[src/rtl/display_capture.sv]
// display_capture: qualifies a 7-segment pattern sampled from a target
// FPGA, decodes it to a hex digit and queues each newly accepted digit
// in a small FIFO for a ready/valid consumer.
// Optional feature macro: DISPLAY_CAPTURE_ERR_EN. When it is defined, an
// undecodable, non-blank pattern queues an error entry. When it is not
// defined, such a pattern is silently absorbed and out_err is held at 0.
module display_capture #(
  parameter int STABLE_CYCLES = 4,
  parameter int FIFO_DEPTH    = 4
) (
  input  logic       clock,
  input  logic       reset,
  input  logic [6:0] io_display,
  output logic [3:0] out_digit,
  output logic       out_err,
  output logic       out_valid,
  input  logic       out_ready,
  output logic       overflow
);

  localparam int AW = $clog2(FIFO_DEPTH);
  localparam logic [3:0]  STABLE_C = 4'(STABLE_CYCLES);
  localparam logic [AW:0] DEPTH_C  = (AW + 1)'(FIFO_DEPTH);

`ifdef DISPLAY_CAPTURE_ERR_EN
  localparam int EW = 5;  // {err, digit}
`else
  localparam int EW = 4;  // digit only
`endif

  // Sampling and qualification state
  logic [6:0]    s_q, s_d;
  logic [3:0]    cnt_q, cnt_d;
  logic [6:0]    last_q, last_d;

  // FIFO state; kept in registers so the head entry is visible
  // without a read cycle.
  logic [EW-1:0] mem [FIFO_DEPTH];
  logic [AW-1:0] wr_ptr_q, wr_ptr_d;
  logic [AW-1:0] rd_ptr_q, rd_ptr_d;
  logic [AW:0]   count_q, count_d;
  logic          ovf_q, ovf_d;

  logic [3:0]    dec_digit;
  logic          dec_ok;
  logic          accept;
  logic          push_req;
  logic [EW-1:0] push_data;
  logic          full;
  logic          pop;
  logic          push_ok;
  logic [EW-1:0] head;

  // Segment decoder: maps the sampled pattern to a hex digit.
  always_comb begin
    dec_ok    = 1'b1;
    dec_digit = 4'h0;
    case (s_q)
      7'h3F: dec_digit = 4'h0;
      7'h06: dec_digit = 4'h1;
      7'h5B: dec_digit = 4'h2;
      7'h4F: dec_digit = 4'h3;
      7'h66: dec_digit = 4'h4;
      7'h6D: dec_digit = 4'h5;
      7'h7D: dec_digit = 4'h6;
      7'h07: dec_digit = 4'h7;
      7'h7F: dec_digit = 4'h8;
      7'h6F: dec_digit = 4'h9;
      7'h77: dec_digit = 4'hA;
      7'h7C: dec_digit = 4'hB;
      7'h39: dec_digit = 4'hC;
      7'h5E: dec_digit = 4'hD;
      7'h79: dec_digit = 4'hE;
      7'h71: dec_digit = 4'hF;
      default: dec_ok = 1'b0;
    endcase
  end

  // A pattern is accepted once it has been held long enough and differs
  // from the last accepted pattern. Because last_code is updated on the
  // same edge, accept stays high for only one cycle.
  assign accept = (cnt_q == STABLE_C) && (s_q != last_q);

`ifdef DISPLAY_CAPTURE_ERR_EN
  // Blank never queues. Any other pattern queues a digit or an error.
  assign push_req  = accept && (s_q != 7'h00);
  assign push_data = dec_ok ? {1'b0, dec_digit} : {1'b1, 4'h0};
`else
  // Blank (00) is not in the decode table, so only real digits queue.
  assign push_req  = accept && dec_ok;
  assign push_data = dec_digit;
`endif

  assign full      = (count_q == DEPTH_C);
  assign out_valid = (count_q != '0);
  assign pop       = out_valid && out_ready;
  // A full FIFO can still take a push if the head leaves on the same edge.
  assign push_ok   = push_req && (!full || pop);
  assign head      = mem[rd_ptr_q];

  assign out_digit = out_valid ? head[3:0] : 4'h0;
`ifdef DISPLAY_CAPTURE_ERR_EN
  assign out_err   = out_valid & head[4];
`else
  assign out_err   = 1'b0;
`endif
  assign overflow  = ovf_q;

  // Next-state logic for the sampler, the stability counter and the FIFO
  // bookkeeping.
  always_comb begin
    s_d = io_display;
    if (io_display != s_q) begin
      cnt_d = 4'd1;
    end else if (cnt_q == STABLE_C) begin
      cnt_d = cnt_q;
    end else begin
      cnt_d = cnt_q + 4'd1;
    end

    last_d   = accept ? s_q : last_q;

    wr_ptr_d = push_ok ? wr_ptr_q + AW'(1) : wr_ptr_q;
    rd_ptr_d = pop     ? rd_ptr_q + AW'(1) : rd_ptr_q;

    count_d = count_q;
    case ({push_ok, pop})
      2'b10:   count_d = count_q + (AW + 1)'(1);
      2'b01:   count_d = count_q - (AW + 1)'(1);
      default: count_d = count_q;
    endcase

    ovf_d = ovf_q | (push_req && full && !pop);
  end

  // State registers. The synchronous active-low reset overrides every
  // concurrent push, pop and accept.
  always_ff @(posedge clock) begin
    if (!reset) begin
      s_q      <= 7'h00;
      cnt_q    <= 4'd0;
      last_q   <= 7'h00;
      wr_ptr_q <= '0;
      rd_ptr_q <= '0;
      count_q  <= '0;
      ovf_q    <= 1'b0;
    end else begin
      s_q      <= s_d;
      cnt_q    <= cnt_d;
      last_q   <= last_d;
      wr_ptr_q <= wr_ptr_d;
      rd_ptr_q <= rd_ptr_d;
      count_q  <= count_d;
      ovf_q    <= ovf_d;
    end
  end

  // FIFO storage write. Contents need no reset because the pointers
  // define which entries are valid.
  always_ff @(posedge clock) begin
    if (reset && push_ok) begin
      mem[wr_ptr_q] <= push_data;
    end
  end

endmodule

[config.mk]
export PLATFORM = sky130hd
export DESIGN_NAME = display_capture
export DESIGN_NICKNAME = d
export VERILOG_FILES = /design/src/rtl/display_capture.sv
export SDC_FILE = /design/constraint.sdc
export NUM_CORES = 1
export LEC_CHECK = 0
export CORE_UTILIZATION = 62
export DETAILED_ROUTE_END_ITERATION = 16
export DONT_BUFFER_PORTS = 1
export PLACE_DENSITY = 0.88
export SLEW_MARGIN = 30
export SYNTH_ARGS = -nofsm -noshare
export SYNTH_HDL_FRONTEND = slang
export SYNTH_SLANG_ARGS = --single-unit
export TNS_END_PERCENT = 100
[constraint.sdc]
create_clock -name clock -period 2.96 [get_ports clock]
set_input_delay 0.444 -clock clock [delete_from_list [all_inputs] [get_ports clock]]
set_output_delay 0.444 -clock clock [all_outputs]
set_load 0.005 [all_outputs]
==> reports/qor.csv <==
stage;metric;value;unit
sta;Tmin final;2.87;ns
power_and_ir_drop;switching pwr;0.360;mW
cts;clock buffer depth;2;
power_and_ir_drop;total power;1.54;mW
synthesis;Post-synth EDFFs;16;
sta;Final Hold Vio Count;0;
cts;H-tree Lvls;2;
die;die area;3950;um2
placed_design;Post-DP HPWL;2.98;mm
final_layout;cell area after layout;2480;um2
route;vias per std cell;6.11;
route;Final Routed Wirelength;4.37;mm
sta;Tightest Pin Transition;0.521;ns
synthesis;count leader, synth;dfxtp_1;
cts;clock sink count;44;
synthesis;top post-synthesis cells by count;28 x dfxtp_1, 18 x and2_1, 16 x edfxtp_1, 14 x nand2_1, 12 x mux2i_1;
synthesis;post-synthesis sequential area ratio;45.3;%
power_and_ir_drop;sw frac;23.4;%
global_routing;first-pass GRT wire length;7.39;mm
route;total number of vias;1594;
sta;Clock Skews;0.0122;ns
synthesis;syn avg cell area;10.6;um2
power_and_ir_drop;clock network fraction of design power;40.7;%
sta;setup tns final;0;ns
sta;Max Slew Vio Count;0;
worst_setup_path;CP max FO;13;
worst_setup_path;critical path required time;3.19;ns
cts;CTS buffer count;5;
die;# rows;21;
placed_design;Routability Congestion;0.835;
cts;TritonCTS clock tree;done;
power_and_ir_drop;part of the power in combinational logic;13.1;%
run_status;outcome;completed;
flow_run;max cap viols;0;
global_routing;GRT Util Overall;24.6;%
synthesis;Synth Cell Area;2300;um2
synthesis;cells after synthesis;217;
route;Routed Antenna Nets;0;
synthesis;Synth Register Bits;44;
route;initial DRC count;225;
global_routing;grt ovf;0;
placed_design;I/O Buffers;0;
power_and_ir_drop;share of power burned in registers;46.2;%
cts;clock root cell;clkbuf_8;
die;core area;3440;um2
sta;Final setup viols;0;
final_layout;synth-to-layout area growth;7.95;%
final_layout;number of diodes;0;
cts;clock-pin slew on the worst setup and hold paths;0.09;ns
synthesis;main area contributors after synthesis;dfxtp_1 24%, edfxtp_1 21%, mux2i_1 5.2%;
synthesis;Unique masters post-synth;48;
cts;hold_buf cts;0;
global_routing;largest net degree at the start of global routing;37;
route;DRC;0;
power_and_ir_drop;Worst IR Drop VDD;0.000451;V
worst_hold_path;Hold Crit Class;input pin to flop;
route;Pre-antenna DRT Iters;4;
synthesis;syn_nets;234;
die;Initial Util;66.7;%
power_and_ir_drop;Int Pwr;1.18;mW
global_routing;vias in the first global route;1567;
die;Die Span X;62.9;um
worst_setup_path;WP data arrival;3.10;ns
worst_setup_path;Setup crit start kind;flop;
final_layout;Final Core Density;72.0;%
worst_setup_path;WS Path Type;flop to flop;
sta;Slew headroom;65.1;%
synthesis;area leader, netlist;dfxtp_1;
synthesis;share of the synthesized area in the top cell type;24.4;%
sta;fmax;0.349;GHz
synthesis;Ys Warns;0;
sta;RSZ-0062 raised after global routing;no;
die;io pins;17;
cts;setup bufs post-CTS;0;
synthesis;Async SR Flop Fraction;0;%
power_and_ir_drop;pwr dens;621;nW/um2
die;Die Y;62.9;um
synthesis;dominant synthesized flop cell;dfxtp_1;
placed_design;DP Area;2310;um2
cts;Skew-Pair Late Insertion Delay;0.30;ns
worst_setup_path;CP Capture Type;flop;
final_layout;share of layout cells above drive strength 1;11.2;%
power_and_ir_drop;Leak;1.00;nW
global_routing;initial antenna violation count;0;
sta;final period utilization;96.8;%
route;wire length per cell;16.7;um
final_layout;layout net count;231;
-- power by group through the flow --
stage | Combinational [mW] | Sequential (mW) | Clock (mW)
after floorplan | 0.184 | 0.702 | 0
after global placement | 0.186 | 0.720 | 0
after detailed placement | 0.196 | 0.724 | 0
after CTS | 0.202 | 0.710 | 0.632
after global routing | 0.224 | 0.718 | 0.656
final | 0.201 | 0.711 | 0.627
-- cells by family after synthesis --
group | count (synthesis) | share of synthesized area, %
multiplexers | 16 | 9.15
other | 1 | 0.163
flip-flops | 44 | 45.3
adder cells (fa/ha/maj) | 7 | 4.14
XOR/XNOR | 19 | 7.24
AO/OA/AOI/OAI | 24 | 8.06
buffers and inverters | 19 | 3.98
AND/OR/NAND/NOR | 87 | 22.0
-- worst max-delay path, stage by stage, from the launching register on --
cell	delay (ns)
dfxtp_1	0.66
nor4_1	0.16
a311o_1	0.38
o41ai_4	0.60
and2_1	0.22
fa_1	0.23
nand3b_1	0.09
or3_1	0.34
nand4_1	0.11
-- cells in the final DEF (no fill, tap or decap), types with 4 or more instances in the layout --
cell	count
dfxtp_1	23
a21oi_1	5
xor2_1	8
nand3b_1	4
o21ai_0	5
and2_1	18
nor2b_1	9
nand2_1	14
clkbuf_8	5
nand2b_1	4
nand4_1	5
edfxtp_1	16
nor2_1	8
mux2i_1	12
xnor2_1	11
dfxtp_2	4
ha_1	6
buf_4	4
inv_1	5
nor3_1	4
and3_1	4
mux4_2	4
-- repair_timing --
action | in CTS | in global routing
pin swaps | 0 | 1
resized for setup | 1 | 5
endpoints found under the setup margin | 1 | 17
-- per-stage QoR --
stage / worst slack, ns / hold slack [ns] / instances
global placement: 0.252 / 0.478 / 253
finish: 0.0939 / 0.262 / 261
global route: 0.000495 / 0.247 / 261
detailed placement: 0.110 / 0.491 / 253
CTS: 0.0489 / 0.257 / 261
floorplan: 0.491 / 0.464 / 217
-- routing by layer --
layer  GRT usage [%]  routed length [um]  vias up
met1            28.5                1790      749
li1                -                   -      760
met5               0                   0        -
met4            10.2                 125        0
met3            7.12                 272       14
met2            42.1                2190       71
-- flip-flops by register name, indices dropped and copies added (netlist names), named ones only --
signal and cells:
cnt_q 4, count_q 3, last_q 7, mem 16, overflow 1, rd_ptr_q 2, s_q 7, wr_ptr_q 2
-- final cells by class --
cell class / instances / area, um2
Fill cell: 232 / 962
Clock buffer: 5 / 68.8
Inverter: 5 / 18.8
Clock inverter: 3 / 90.1
Timing Repair Buffer: 4 / 30.0
Tap cell: 46 / 57.6
Multi-Input combinational cell: 154 / 1160
Sequential cell: 44 / 1050
-- path summary, 6_finish.rpt --
path            startpoint     endpoint  slack, ns  depth (start not counted)
max                 s_q[5]   count_q[2]       0.09                          8
min          io_display[1]       s_q[1]       0.26                          1
max reg2reg         s_q[5]   count_q[2]       0.09                          8
min reg2reg    wr_ptr_q[1]  wr_ptr_q[1]       0.51                          2
Note: power is estimated with default switching activity, not from simulation.
